$ cat src/rtl/rand_pkg.sv
// Shared constants and types for the random-byte capture path.
package rand_pkg;

    localparam int RAND_BYTE_W    = 8;
    localparam int BITS_PER_BYTE  = 8;
    localparam int DEFAULT_DEPTH  = 16;
    localparam int DEFAULT_ADDR_W = 4;
    localparam int DEFAULT_DROP_W = 16;

    typedef logic [RAND_BYTE_W-1:0] rand_byte_t;

endpackage

$ cat src/rtl/rand_sync_fifo.sv
// First-word fall-through byte FIFO with level tracking.
// It reports pushes that were refused because the FIFO was full.
module rand_sync_fifo
    import rand_pkg::*;
#(
    parameter int DEPTH  = DEFAULT_DEPTH,
    parameter int ADDR_W = DEFAULT_ADDR_W
) (
    input  logic              clk,
    input  logic              rst,
    input  logic              push,
    input  rand_byte_t        din,
    input  logic              rdy,
    output rand_byte_t        dout,
    output logic              dout_vld,
    output logic [ADDR_W:0]   level,
    output logic              drop
);

    localparam logic [ADDR_W:0] FULL_LEVEL = (ADDR_W+1)'(DEPTH);

    rand_byte_t        mem [DEPTH];
    logic [ADDR_W-1:0] wr_ptr_reg, wr_ptr_next;
    logic [ADDR_W-1:0] rd_ptr_reg, rd_ptr_next;
    logic [ADDR_W:0]   level_reg, level_next;
    logic              empty, full, pop, push_ok;

    assign empty   = (level_reg == '0);
    assign full    = (level_reg == FULL_LEVEL);
    assign pop     = !empty && rdy;
    // A full FIFO still takes a byte when the head leaves in the same cycle.
    assign push_ok = push && (!full || pop);
    assign drop    = push && full && !pop;

    always_comb begin
        wr_ptr_next = wr_ptr_reg;
        rd_ptr_next = rd_ptr_reg;
        level_next  = level_reg;
        if (push_ok) wr_ptr_next = wr_ptr_reg + ADDR_W'(1);
        if (pop)     rd_ptr_next = rd_ptr_reg + ADDR_W'(1);
        case ({push_ok, pop})
            2'b10:   level_next = level_reg + (ADDR_W+1)'(1);
            2'b01:   level_next = level_reg - (ADDR_W+1)'(1);
            default: level_next = level_reg;
        endcase
    end

    always_ff @(posedge clk or negedge rst) begin
        if (!rst) begin
            wr_ptr_reg <= '0;
            rd_ptr_reg <= '0;
            level_reg  <= '0;
        end else begin
            wr_ptr_reg <= wr_ptr_next;
            rd_ptr_reg <= rd_ptr_next;
            level_reg  <= level_next;
        end
    end

    always_ff @(posedge clk) begin
        if (push_ok) mem[wr_ptr_reg] <= din;
    end

    assign dout     = empty ? '0 : mem[rd_ptr_reg];
    assign dout_vld = !empty;
    assign level    = level_reg;

endmodule

$ cat src/rtl/rand_byte_buffer.sv
// Counts bit strobes into the upstream shifter and queues each completed byte.
// Bytes lost to a full FIFO are flagged and counted.
module rand_byte_buffer
    import rand_pkg::*;
#(
    parameter int DEPTH  = DEFAULT_DEPTH,
    parameter int ADDR_W = DEFAULT_ADDR_W,
    parameter int DROP_W = DEFAULT_DROP_W
) (
    input  logic              clk,
    input  logic              rst,
    input  logic              en,
    input  logic              CSReq,
    input  logic [7:0]        randByte,
    input  logic              clr_ovf,
    output logic [7:0]        dout,
    output logic              dout_vld,
    input  logic              dout_rdy,
    output logic [ADDR_W:0]   level,
    output logic              overflow,
    output logic [DROP_W-1:0] drop_cnt
);

    localparam int              CNT_W    = $clog2(BITS_PER_BYTE);
    localparam logic [CNT_W-1:0] LAST_BIT = CNT_W'(BITS_PER_BYTE - 1);

    logic [CNT_W-1:0]  bit_cnt_reg, bit_cnt_next;
    logic              wr_pend_reg, wr_pend_next;
    logic              overflow_reg, overflow_next;
    logic [DROP_W-1:0] drop_cnt_reg, drop_cnt_next;
    logic              drop;

    always_comb begin
        bit_cnt_next = bit_cnt_reg;
        wr_pend_next = 1'b0;
        if (!en) begin
            bit_cnt_next = '0;
        end else if (CSReq) begin
            if (bit_cnt_reg == LAST_BIT) begin
                bit_cnt_next = '0;
                wr_pend_next = 1'b1;
            end else begin
                bit_cnt_next = bit_cnt_reg + CNT_W'(1);
            end
        end
    end

    // A drop in the same cycle as a clear leaves exactly one recorded loss.
    always_comb begin
        overflow_next = overflow_reg;
        drop_cnt_next = drop_cnt_reg;
        if (drop) begin
            overflow_next = 1'b1;
            if (clr_ovf)
                drop_cnt_next = DROP_W'(1);
            else if (drop_cnt_reg != '1)
                drop_cnt_next = drop_cnt_reg + DROP_W'(1);
        end else if (clr_ovf) begin
            overflow_next = 1'b0;
            drop_cnt_next = '0;
        end
    end

    always_ff @(posedge clk or negedge rst) begin
        if (!rst) begin
            bit_cnt_reg  <= '0;
            wr_pend_reg  <= 1'b0;
            overflow_reg <= 1'b0;
            drop_cnt_reg <= '0;
        end else begin
            bit_cnt_reg  <= bit_cnt_next;
            wr_pend_reg  <= wr_pend_next;
            overflow_reg <= overflow_next;
            drop_cnt_reg <= drop_cnt_next;
        end
    end

    // The shifter settles one cycle after the 8th strobe, so the pending flag
    // lines the push up with the completed byte.
    rand_sync_fifo #(
        .DEPTH  (DEPTH),
        .ADDR_W (ADDR_W)
    ) u_fifo (
        .clk      (clk),
        .rst      (rst),
        .push     (wr_pend_reg),
        .din      (randByte),
        .rdy      (dout_rdy),
        .dout     (dout),
        .dout_vld (dout_vld),
        .level    (level),
        .drop     (drop)
    );

    assign overflow = overflow_reg;
    assign drop_cnt = drop_cnt_reg;

endmodule

$ cat config.mk
export PLATFORM = sky130hd
export DESIGN_NAME = rand_byte_buffer
export DESIGN_NICKNAME = d
export VERILOG_FILES = /design/src/rtl/rand_pkg.sv /design/src/rtl/rand_sync_fifo.sv /design/src/rtl/rand_byte_buffer.sv
export SDC_FILE = /design/constraint.sdc
export NUM_CORES = 1
export LEC_CHECK = 0
export BUFFER_PORTS_ARGS = -buffer_cell sky130_fd_sc_hd__buf_2
export CORE_MARGIN = 4
export CORE_UTILIZATION = 60
export DETAILED_ROUTE_END_ITERATION = 12
export PLACE_DENSITY = 0.88
export REMOVE_ABC_BUFFERS = 1
export SYNTH_ARGS = -nofsm -noshare
export SYNTH_HDL_FRONTEND = slang
export SYNTH_SLANG_ARGS = --single-unit
$ cat constraint.sdc
create_clock -name clk -period 3.1 [get_ports clk]
set_clock_uncertainty 0.1 [all_clocks]
set_input_delay 0.62 -clock clk [delete_from_list [all_inputs] [get_ports clk]]
set_output_delay 0.62 -clock clk [all_outputs]
set_load 0.02 [all_outputs]
==> reports/metrics.yaml <==
status:
  run_status: "finished, final reports clean"
yosys:
  synth_area_leader_cell: "edfxtp_1"
  ys_ff_latch: 162
  netlist_instances: 414
  yosys-top-cells-area: "edfxtp_1, dfrtp_1, mux4_2"
  yosysMostFrequentCell: "edfxtp_1"
  synth_commonest_cells: "edfxtp_1, dfrtp_1, mux4_2, mux2i_1, nor2_1"
  synth-edff-count: 128
  synthArstFlopShare_pct: 21.0
  ys_seq_area_share_pct: 68.5
  syn_area_um2: 6860
  synth_flop_cell: "edfxtp_1"
  synth.top_cell.area_share_pct: 56.1
  synth.avg_cell_area_um2: 16.6
  ys_types: 40
  ys_warn_count: 0
global_routing:
  grt_pass1_wl_um: 21900
  grt.total_usage_pct: 22.4
  grt_overflow: 0
  first_global_vias: 4054
  antenna_found_initial: 0
  grt_max_degree: 35
hold_path:
  hold_path_class: "in -> async"
worst_setup_path:
  r2r_end: "u_fifo.level[4]"
  required_ns: 2.38
  crit_fanout: 22
  critPathArrivalTime_ns: 2.21
  endpoint: "dout[2]"
  rrSetupSlack_ns: 0.38
  r2r-start: "u_fifo.level[0]"
  start_kind: "flip-flop"
  worst_setup_path_end_kind: "output pin"
  r2r_cells: 11
  critPathKind: "reg -> out"
  crit_start: "u_fifo.rd_ptr_reg[0]"
drt:
  vias_per_cell: 6.28
  drt_iter0_drc: 351
  routed_wl_um: 13700
  vias: 4016
  post-route-drc-count: 0
  drtPass1Iterations: 5
  drtAntennaViolNets: 0
  avgRoutedWirePerCell_um: 21.4
clock_tree:
  cts_sinks: 162
  cts_setup_buffers: 0
  postCtsHoldBufs: 0
  cts_root_buf: "clkbuf_16"
  clkTransAtPathRegs_ns: 0.06
  clkLatencyLatePin_ns: 0.42
  cts_resized: 0
  cts_tree: "done"
  cts_buffer_depth: 2
  cts.htree.levels: 4
  numCtsBuffers: 17
timing:
  max_freq_mhz: 342
  final_max_slew_viol_count: 0
  fin_tns_setup_ns: 0
  setup_viol: 0
  rsz0062_at_grt: "no"
  max_slew_margin_pct: 36.5
  hold_slack_ns: 0.174
  fin_crit_ns: 2.93
  finalCritPeriodShare_pct: 94.4
  worst_slack_ns: 0.173
  hold_viol_final: 0
  worst_pin_slew_ns: 0.944
place:
  gp_congestion: 0.813
  portBuffers: 44
  dpl.hpwl_um: 8890
  post-place-ws_ns: 0.259
  dpl_cell_area_um2: 7390
floorplan:
  io_pins: 45
  chipHeight_um: 115
  initial_utilization_pct: 62.1
  rows: 38
  die_area_um2: 13200
  die_w_um: 115
  core_um2: 11000
pwr:
  peakVddDrop_v: 0.000723
  p_per_area_nw_per_um2: 792
  leakage_nw: 2.95
  power_mw: 6.37
layout:
  fin_nets: 512
  layout-area-overhead-vs-synth_pct: 17.4
  largest_reg_flops: 128
  final_area_um2: 8050
  n_antenna_cell: 0
  final_layout_size_suffix_gt1_share_pct: 28.1
flow_run:
  max_cap_violations: 0
## placed cells by master, fill, tap and decap left out, drive strengths merged, types with 3 or more instances in the layout
cell type  Yosys  layout
mux2           3       3
o21ai          6       6
dfrtp         34      34
a21oi         17      17
edfxtp       128     128
nand2b         7       7
or3            3       3
nor4           3       3
nand4          8       8
xor2           4       4
clkbuf        12      27
nor3           4       4
and3           4       4
xnor2          7       7
ha            12      12
buf            8      73
mux4          32      32
nor2b          5       5
o22ai          8       8
nand2         17      17
nand3          6       6
mux2i         20      20
or4           11      11
o31ai         12      12
inv           11      12
nor2          18      18
## how the worst min path moves through the flow
stage | start | end | slack (ns) | cells past startpoint
after floorplan | rst | bit_cnt_reg[0] | 0.22 | 0
final | rst | drop_cnt[1] | 0.17 | 1
after detailed placement | u_fifo.rd_ptr_reg[3] | u_fifo.rd_ptr_reg[3] | 0.39 | 1
after CTS | rst | bit_cnt_reg[1] | 0.18 | 1
after global routing | rst | bit_cnt_reg[0] | 0.22 | 1
after global placement | u_fifo.rd_ptr_reg[3] | u_fifo.rd_ptr_reg[3] | 0.36 | 1
## cell type report
cell class,count,area (um2)
Fill cell,618,2980
Tap cell,140,175
Timing Repair Buffer,73,450
Inverter,11,41.3
Sequential cell,162,4700
Multi-Input combinational cell,221,2040
Clock buffer,27,588
Clock inverter,5,56.3
## cell families (layout without fill, tap and decap cells)
logic type               count (synthesis)  count (layout)  share of synthesized area, %
adder cells (fa/ha/maj)                 12              12                          2.19
multiplexers                            55              55                          13.9
AO/OA/AOI/OAI                           51              51                          4.65
AND/OR/NAND/NOR                         92              92                          7.57
buffers and inverters                   31             116                          1.77
flip-flops                             162             162                          68.5
XOR/XNOR                                11              11                          1.41
## metal layers
metal  wire (um)  global-route usage [%]
met2        7000                    36.6
met3         946                    6.42
met5           0                       0
met4         300                    8.45
met1        5440                    28.8
## where the power goes
part | internal (mW) | switching, mW | total [mW]
clock | 1.38 | 0.799 | 2.18
combinational | 0.772 | 0.899 | 1.67
sequential | 2.41 | 0.103 | 2.52
total | 4.57 | 1.80 | 6.37
## critical path, stage by stage (launching register included)
cell and delay [ns]:
dfrtp_2 0.38, buf_12 0.20, mux4_2 0.51, mux2i_1 0.33, o22ai_1 0.16, buf_2 0.18
## through the flow
step / util (%) / instances
after floorplan: - / 394
after global placement: 67.0 / 606
after detailed placement: 67.0 / 606
after CTS: 72.9 / 638
after global routing: 72.9 / 639
final: 72.9 / 639
No activity file was read; power rests on OpenSTA's default activity.
